[config.mk]
export PLATFORM = sky130hd
export DESIGN_NAME = mem_arbiter
export DESIGN_NICKNAME = d
export VERILOG_FILES = /design/src/rtl/core_pkg.sv /design/src/rtl/mem_arb_perf_cnt.sv /design/src/rtl/mem_arbiter.sv
export SDC_FILE = /design/constraint.sdc
export NUM_CORES = 1
export LEC_CHECK = 0
export ABC_AREA = 0
export CAP_MARGIN = 25
export CORE_UTILIZATION = 44
export DETAILED_ROUTE_END_ITERATION = 8
export GPL_TIMING_DRIVEN = 0
export PLACE_DENSITY = 0.86
export RECOVER_POWER = 25
export SLEW_MARGIN = 25
export SYNTH_ARGS = -nofsm -noshare
export SYNTH_HDL_FRONTEND = slang
export SYNTH_SLANG_ARGS = --single-unit
[constraint.sdc]
create_clock -name clock -period 3.8 [get_ports clock]
set_input_delay 0.57 -clock clock [delete_from_list [all_inputs] [get_ports clock]]
set_output_delay 0.57 -clock clock [all_outputs]
set_load 0.02 [all_outputs]
[src/rtl/core_pkg.sv]
// Shared core types: load/store function codes and the memory arbiter state encoding.
package core_pkg;

  typedef enum logic [3:0] {
    LS_LB  = 4'd0,
    LS_LH  = 4'd1,
    LS_LW  = 4'd2,
    LS_LBU = 4'd3,
    LS_LHU = 4'd4,
    LS_SB  = 4'd5,
    LS_SH  = 4'd6,
    LS_SW  = 4'd7
  } load_store_func_code;

  typedef enum logic [1:0] {
    IDLE      = 2'd0,
    FETCH_ACC = 2'd1,
    DATA_ACC  = 2'd2
  } mem_arb_state_e;

  localparam int unsigned STARVE_CNT_W = 4;

  function automatic logic [31:0] word_align(input logic [31:0] addr);
    return addr & ~32'h3;
  endfunction

endpackage

[src/rtl/mem_arb_perf_cnt.sv]
// Saturating grant/stall counters for the memory arbiter (built only with MEM_ARB_PERF_CNT_EN).
`ifdef MEM_ARB_PERF_CNT_EN
module mem_arb_perf_cnt #(
  parameter int unsigned CNT_W = 16
) (
  input  logic             clock,
  input  logic             reset_n,
  input  logic             fetch_gnt_i,
  input  logic             lsu_gnt_i,
  input  logic             stall_i,
  output logic [CNT_W-1:0] fetch_gnt_cnt_o,
  output logic [CNT_W-1:0] lsu_gnt_cnt_o,
  output logic [CNT_W-1:0] stall_cnt_o
);

  logic [CNT_W-1:0] fetch_cnt_q, fetch_cnt_d;
  logic [CNT_W-1:0] lsu_cnt_q,   lsu_cnt_d;
  logic [CNT_W-1:0] stall_cnt_q, stall_cnt_d;

  always_comb begin
    fetch_cnt_d = fetch_cnt_q;
    lsu_cnt_d   = lsu_cnt_q;
    stall_cnt_d = stall_cnt_q;
    if (fetch_gnt_i && (fetch_cnt_q != '1)) fetch_cnt_d = fetch_cnt_q + 1'b1;
    if (lsu_gnt_i   && (lsu_cnt_q   != '1)) lsu_cnt_d   = lsu_cnt_q + 1'b1;
    if (stall_i     && (stall_cnt_q != '1)) stall_cnt_d = stall_cnt_q + 1'b1;
  end

  always_ff @(posedge clock or negedge reset_n) begin
    if (!reset_n) begin
      fetch_cnt_q <= '0;
      lsu_cnt_q   <= '0;
      stall_cnt_q <= '0;
    end else begin
      fetch_cnt_q <= fetch_cnt_d;
      lsu_cnt_q   <= lsu_cnt_d;
      stall_cnt_q <= stall_cnt_d;
    end
  end

  assign fetch_gnt_cnt_o = fetch_cnt_q;
  assign lsu_gnt_cnt_o   = lsu_cnt_q;
  assign stall_cnt_o     = stall_cnt_q;

endmodule
`endif

[src/rtl/mem_arbiter.sv]
// Single-port DRAM arbiter between instruction fetch and the LSU, one access in flight.
// Optional performance counters are enabled with MEM_ARB_PERF_CNT_EN.
module mem_arbiter
  import core_pkg::*;
#(
  parameter int unsigned STARVE_LIMIT = 4
`ifdef MEM_ARB_PERF_CNT_EN
  , parameter int unsigned CNT_W = 16
`endif
) (
  input  logic                clock,
  input  logic                reset_n,
  input  logic                fetch_req_ip,
  input  logic [31:0]         fetch_addr_ip,
  output logic                fetch_gnt_op,
  output logic                fetch_rvalid_op,
  output logic [31:0]         fetch_rdata_op,
  input  logic                lsu_req_ip,
  input  logic [31:0]         lsu_addr_ip,
  input  load_store_func_code lsu_operator_ip,
  input  logic [31:0]         lsu_wdata_ip,
  output logic                lsu_gnt_op,
  output logic                lsu_rvalid_op,
  output logic [31:0]         lsu_rdata_op,
  output logic                mem_req_op,
  output logic [31:0]         mem_addr_op,
  output logic                mem_we_op,
  output logic [31:0]         mem_wdata_op,
  input  logic [31:0]         mem_rdata_ip
`ifdef MEM_ARB_PERF_CNT_EN
  , output logic [CNT_W-1:0]  fetch_gnt_cnt_op
  , output logic [CNT_W-1:0]  lsu_gnt_cnt_op
  , output logic [CNT_W-1:0]  stall_cnt_op
`endif
);

  localparam logic [STARVE_CNT_W-1:0] LIMIT = STARVE_CNT_W'(STARVE_LIMIT);

  mem_arb_state_e            state_q, state_d;
  logic [STARVE_CNT_W-1:0]   starve_q, starve_d;
  logic [31:0]               addr_q, addr_d;
  logic [31:0]               wdata_q, wdata_d;
  logic                      we_q, we_d;
  logic                      fetch_rvalid_q, fetch_rvalid_d;
  logic                      lsu_rvalid_q, lsu_rvalid_d;
  logic [31:0]               fetch_rdata_q, fetch_rdata_d;
  logic [31:0]               lsu_rdata_q, lsu_rdata_d;
  logic                      fetch_gnt, lsu_gnt;

  always_comb begin
    state_d        = state_q;
    addr_d         = addr_q;
    wdata_d        = wdata_q;
    we_d           = we_q;
    fetch_rdata_d  = fetch_rdata_q;
    lsu_rdata_d    = lsu_rdata_q;
    fetch_rvalid_d = 1'b0;
    lsu_rvalid_d   = 1'b0;
    fetch_gnt      = 1'b0;
    lsu_gnt        = 1'b0;

    case (state_q)
      IDLE: begin
        // Gated by reset_n so grants stay low while reset is held.
        if (reset_n) begin
          if (fetch_req_ip && (!lsu_req_ip || (starve_q == LIMIT))) begin
            fetch_gnt = 1'b1;
            addr_d    = word_align(fetch_addr_ip);
            we_d      = 1'b0;
            state_d   = FETCH_ACC;
          end else if (lsu_req_ip) begin
            lsu_gnt = 1'b1;
            addr_d  = word_align(lsu_addr_ip);
            wdata_d = lsu_wdata_ip;
            we_d    = (lsu_operator_ip == LS_SW);
            state_d = DATA_ACC;
          end
        end
      end
      FETCH_ACC: begin
        fetch_rdata_d  = mem_rdata_ip;
        fetch_rvalid_d = 1'b1;
        state_d        = IDLE;
      end
      DATA_ACC: begin
        lsu_rdata_d  = we_q ? '0 : mem_rdata_ip;
        lsu_rvalid_d = 1'b1;
        we_d         = 1'b0;
        state_d      = IDLE;
      end
      default: state_d = IDLE;
    endcase
  end

  always_comb begin
    starve_d = starve_q;
    if (!fetch_req_ip || fetch_gnt) begin
      starve_d = '0;
    end else if (lsu_gnt && (starve_q != LIMIT)) begin
      starve_d = starve_q + 1'b1;
    end
  end

  always_ff @(posedge clock or negedge reset_n) begin
    if (!reset_n) begin
      state_q        <= IDLE;
      starve_q       <= '0;
      addr_q         <= '0;
      wdata_q        <= '0;
      we_q           <= 1'b0;
      fetch_rvalid_q <= 1'b0;
      lsu_rvalid_q   <= 1'b0;
      fetch_rdata_q  <= '0;
      lsu_rdata_q    <= '0;
    end else begin
      state_q        <= state_d;
      starve_q       <= starve_d;
      addr_q         <= addr_d;
      wdata_q        <= wdata_d;
      we_q           <= we_d;
      fetch_rvalid_q <= fetch_rvalid_d;
      lsu_rvalid_q   <= lsu_rvalid_d;
      fetch_rdata_q  <= fetch_rdata_d;
      lsu_rdata_q    <= lsu_rdata_d;
    end
  end

  assign fetch_gnt_op    = fetch_gnt;
  assign lsu_gnt_op      = lsu_gnt;
  assign fetch_rvalid_op = fetch_rvalid_q;
  assign lsu_rvalid_op   = lsu_rvalid_q;
  assign fetch_rdata_op  = fetch_rdata_q;
  assign lsu_rdata_op    = lsu_rdata_q;
  assign mem_req_op      = (state_q != IDLE);
  assign mem_addr_op     = addr_q;
  assign mem_we_op       = we_q && (state_q == DATA_ACC);
  assign mem_wdata_op    = wdata_q;

`ifdef MEM_ARB_PERF_CNT_EN
  mem_arb_perf_cnt #(
    .CNT_W (CNT_W)
  ) u_perf_cnt (
    .clock           (clock),
    .reset_n         (reset_n),
    .fetch_gnt_i     (fetch_gnt),
    .lsu_gnt_i       (lsu_gnt),
    .stall_i         ((fetch_req_ip || lsu_req_ip) && !(fetch_gnt || lsu_gnt)),
    .fetch_gnt_cnt_o (fetch_gnt_cnt_op),
    .lsu_gnt_cnt_o   (lsu_gnt_cnt_op),
    .stall_cnt_o     (stall_cnt_op)
  );
`endif

endmodule

* Word level (Yosys, flattened, before mapping)
Index checks and enable logic that the tools add are counted.
W data, S select, Z words.
** Storage, ports and cells
- Bits of input ports :: 136
- Bits in registers :: 137
- Output and inout bits :: 134
- Logic and storage cells :: 56
** Operators by class
- Muxes and demuxes :: 22
- Bitwise operators :: 1
- Reductions and logical operators :: 16
- Equality and inequality tests :: 7
- Add/sub/neg operators :: 1
** Operator list (count)
- $mux W32 :: 3
- $mux W1 :: 12
- $eq A4 B3 Y1 const B :: 2
- $mux W2 :: 4
- $mux W4 :: 2
- $reduce_bool A2 Y1 :: 4
- $reduce_and A3 Y1 :: 2
- $add A4 B1 Y4 const B :: 1
- $ne A4 B3 Y1 const B :: 1
- $reduce_and A4 Y1 :: 1
- $logic_and A1 B1 Y1 :: 3
- $ne A3 B3 Y1 const B :: 1
- $eq A2 B1 Y1 const B :: 1
- $eq A2 B2 Y1 const B :: 1
- $logic_not A1 Y1 :: 2
- $logic_not A2 Y1 :: 1
- $logic_or A1 B1 Y1 :: 2
- $ne A2 B2 Y1 const B :: 1
- $pmux W1 S2 :: 1
- $reduce_and A2 Y1 :: 1
- $not A1 Y1 :: 1

* Depth between registers and ports, before layout
- Word-level depth :: 9
- Mapped depth :: 7
- Depth with buffers taken out :: 5

* Worst setup path after synthesis
OpenSTA, ideal clock, no wires.
- Path kind :: input -> output
- From :: in reset_n
- To :: out fetch_gnt_op
- Path slack :: 1767 ps
- Path buffers :: 1
- Cell stages on the path :: 3
- Data required time :: 3230 ps
- Arrival :: 1463 ps
- Cell sequence :: or3b_4 -> a211oi_4 -> buf_6
** Between the ends
- Cells in the longest elaborated chain, start to end :: 2
** Ends and longest elaborated chain
- start, declared :: RTL line mem_arbiter.sv:12 : input logic reset_n,
- $mux W1 :: RTL line mem_arbiter.sv:65 : if (reset_n) begin
- $mux W1 :: RTL line mem_arbiter.sv:62 : case (state_q)
- end, declared :: RTL line mem_arbiter.sv:15 : output logic fetch_gnt_op,
Every way passes these cells.

* Final worst setup path
Ends and elaborated chain as after synthesis.

==> metrics.csv <==
stage,metric,value,unit
clock_network,root cell of the clock tree,clkbuf_16,
power,Clk network pwr share,33.5,%
yosys,sequential area share after synthesis,61.2,%
worst_setup_path,maximum fanout along the worst path,73,
clock_network,Max Root-Sink Buffers,2,
timing,"Hold Violations, Final",0,
clock_network,Worst-Skew Late Latency,0.42,ns
run_status,outcome,finished clean,
floorplanning,Core Region,12100,sq um
yosys,Mapped Area,5520,sq um
finish,layout cell share with drive strength beyond 1,12.0,%
worst_setup_path,Critical Path Start Type,input port,
worst_setup_path,Worst R2R Start,starve_q[0],
worst_setup_path,Critical-path top delay cell,clkdlybuf4s50_1,
floorplanning,Die X,114,microns
clock_network,clock slew at reported path FFs,0.06,ns
route,initial DRC count,324,
global_route,initial antenna violation count,0,
clock_network,setup bufs post-CTS,0,
placed_design,Final Wtd Congestion,0.800,
route,post-DR wirelength/cell,17.5,microns
worst_setup_path,crit end category,primary output,
yosys,"FF+latch count, synth",135,
clock_network,CTS resizes,0,
global_route,grt total ovfl,0,
global_route,GRT Util Overall,25.2,%
finish,Final nets,851,
power,Sw Pwr,1500,uW
worst_setup_path,R2R Path End,mem_addr_op[9],
timing,fin crit share,94.3,%
worst_setup_path,reg2reg path depth,7,
worst_setup_path,max incr delay on CP,0.61,ns
floorplanning,Starting Density,45.6,%
global_route,first-pass GRT wire length,25.0,mm
timing,RSZ-0062 raised after global routing,false,
timing,Fmax,0.279,GHz
yosys,Syn Area/Cell,12.9,sq um
placed_design,Post-Place Setup Slack,0.162,ns
route,final WL,15.7,mm
power,Final Power,5160,uW
floorplanning,die height,114,microns
worst_setup_path,WS Path Type,in -> out,
yosys,count of cell types in the netlist,33,
finish,area grow syn2layout,63.5,%
global_route,largest net degree at the start of global routing,74,
global_route,vias in the first global route,4954,
hold_path,Hold Path Class,in -> async,
route,DR vias/cell,5.26,
power,P_leak,0.00389,uW
yosys,Mapped Cells,429,
placed_design,Port Buffers,263,
floorplanning,Cell Rows,40,
power,PwrDens,571,nW/um^2
worst_setup_path,CP Data Arrival Time,3.01,ns
yosys,total of warnings raised by yosys,0,
floorplanning,DIE AREA,13000,sq um
worst_setup_path,critical path required time,3.23,ns
route,Final ANT Viol Nets,0,
clock_network,TritonCTS buffer count,17,
worst_setup_path,"Cell Chain, Critical Path","buf_8, buf_16, or3b_4, a211oi_4, buf_6, clkdlybuf4s50_1",
placed_design,DP Wirelength,11.7,mm
flow_run,Max-cap violations,0,
power,Sw Share,29.2,%
route,Pre-Repair DR Iteration Count,6,
clock_network,TritonCTS clock tree,done,
worst_setup_path,Worst R2R Setup Slack,1.91,ns
finish,Diodes inserted,0,
timing,worst slew pin tran,0.508,ns
timing,Clock Skew,0.00732,ns
timing,Tmin final,3.58,ns
timing,Slew headroom,66.1,%
clock_network,clk sinks,135,
power,Internal,3650,uW
power,Seq pwr share,36.5,%
timing,final worst slack,0.215,ns
route,Vias,4699,
power,combinational share of power,30.0,%
timing,Final Max Slew Viols,0,
timing,Final setup violation count,0,
power,VDD IR max,0.000312,V
route,Post-route DRC,0,
clock_network,"Hold-fix buffers, CTS",0,
clock_network,# H-tree levels,4,
floorplanning,I/O pin cnt,270,
[worst max-delay path, delay by kind of cell]
kind                   cells  cell delay (ns)
AO/OA/AOI/OAI              1             0.36
buffers and inverters      4             1.54
AND/OR/NAND/NOR            1             0.47
[Yosys cell counts]
| cell | n | area (sq um) |
|---|---|---|
| a211oi_1 | 1 | 7.51 |
| a211oi_4 | 1 | 20.0 |
| a21boi_0 | 30 | 225 |
| a21oi_1 | 2 | 10.0 |
| a221o_1 | 30 | 300 |
| a22o_1 | 1 | 8.76 |
| a311oi_1 | 1 | 8.76 |
| a31oi_1 | 2 | 12.5 |
| and4b_1 | 2 | 20.0 |
| buf_2 | 5 | 25.0 |
| buf_4 | 3 | 22.5 |
| buf_6 | 5 | 56.3 |
| buf_8 | 2 | 30.0 |
| clkbuf_1 | 18 | 67.6 |
| conb_1 | 1 | 3.75 |
| dfrtp_1 | 135 | 3380 |
| ha_1 | 2 | 25.0 |
| inv_1 | 7 | 26.3 |
| mux2_1 | 28 | 315 |
| mux2_2 | 36 | 405 |
| nand2_1 | 67 | 251 |
| nand2b_1 | 2 | 12.5 |
| nand3_1 | 2 | 10.0 |
| nand3b_1 | 2 | 15.0 |
| nand3b_4 | 1 | 20.0 |
| nand4_1 | 3 | 18.8 |
| nor2_1 | 2 | 7.51 |
| nor3b_2 | 1 | 12.5 |
| o211a_1 | 2 | 20.0 |
| o21a_1 | 1 | 7.51 |
| o21ai_0 | 32 | 160 |
| o21bai_1 | 1 | 7.51 |
| or3b_4 | 1 | 11.3 |
[per-stage QoR]
step	area [sq um]	hold slack (ns)	TNS (ns)	utilization, %	std cells
floorplan	5530	0.274	0	-	430
global placement	8370	0.462	-639.71	69.1	861
detailed placement	8400	0.471	0	69.4	862
CTS	9020	0.106	0	74.5	894
global route	9030	0.120	0	74.6	894
finish	9030	0.0846	0	74.6	894
[how the worst max path moves through the flow]
stage | from | end | cells after the start
after floorplan | reset_n | fetch_gnt_op | 3
final | reset_n | fetch_gnt_op | 6
after CTS | reset_n | fetch_gnt_op | 6
after global placement | reset_n | lsu_gnt_op | 6
after global routing | reset_n | fetch_gnt_op | 6
after detailed placement | reset_n | lsu_gnt_op | 7
[kinds of logic after synthesis]
family / after synthesis / synth area share (%)
AND/OR/NAND/NOR: 83 / 6.86
buffers and inverters: 40 / 4.12
AO/OA/AOI/OAI: 104 / 14.3
flip-flops: 135 / 61.2
adder cells (fa/ha/maj): 2 / 0.453
multiplexers: 64 / 13.0
other: 1 / 0.0679
[registers in the layout, summed over array words and instances, names as in the netlist]
signal and flops:
we_q 1, fetch_rdata_op 32, starve_q 4, mem_addr_op 30, mem_wdata_op 32, lsu_rvalid_op 1, state_q 2, lsu_rdata_op 32
fetch_rvalid_op 1
[routing by layer]
| layer | part of all wire (%) | vias to the layer above | GRT usage (%) | wire length, microns |
|---|---|---|---|---|
| met3 | 8.4 | 30 | 7.92 | 1310 |
| met5 | 0 | - | 0 | 0 |
| met2 | 52 | 229 | 44.8 | 8150 |
| li1 | - | 2104 | - | - |
| met4 | 2.1 | 0 | 10.2 | 325 |
| met1 | 38 | 2336 | 27.8 | 5880 |
[power by group through the flow]
stage,Sequential [uW],Combinational (uW),Clock (uW)
floorplan,2240,330,0
global placement,1880,1510,0
detailed placement,1900,1550,0
CTS,1880,1560,1750
global route,1920,1630,1810
finish,1880,1540,1730
[area by class of cell]
cell class                      count  area [sq um]
Fill cell                         819          3080
Clock buffer                       20           447
Tap cell                          168           210
Timing Repair Buffer              264          2670
Sequential cell                   135          3380
Buffer                             33           201
Clock inverter                     12           175
Inverter                            7          26.3
Multi-Input combinational cell    255          1930
[layout by cell type, fill, tap and decap left out, types with 2 or more instances in the layout]
cell type	n
a21boi_0	30
a21oi_1	2
a221o_1	30
a31oi_1	2
and4b_1	2
buf_2	5
buf_4	3
buf_6	5
buf_8	3
bufinv_16	4
clkbuf_1	20
clkbuf_16	17
clkdlybuf4s50_1	262
clkinv_2	3
clkinvlp_4	3
conb_1	2
dfrtp_1	135
ha_1	2
inv_1	7
mux2_1	28
mux2_2	36
nand2_1	67
nand2b_1	2
nand3_1	2
nand3b_1	2
nand4_1	3
nor2_1	2
o211a_1	2
o21ai_0	32
No activity file was read; power rests on OpenSTA's default activity.
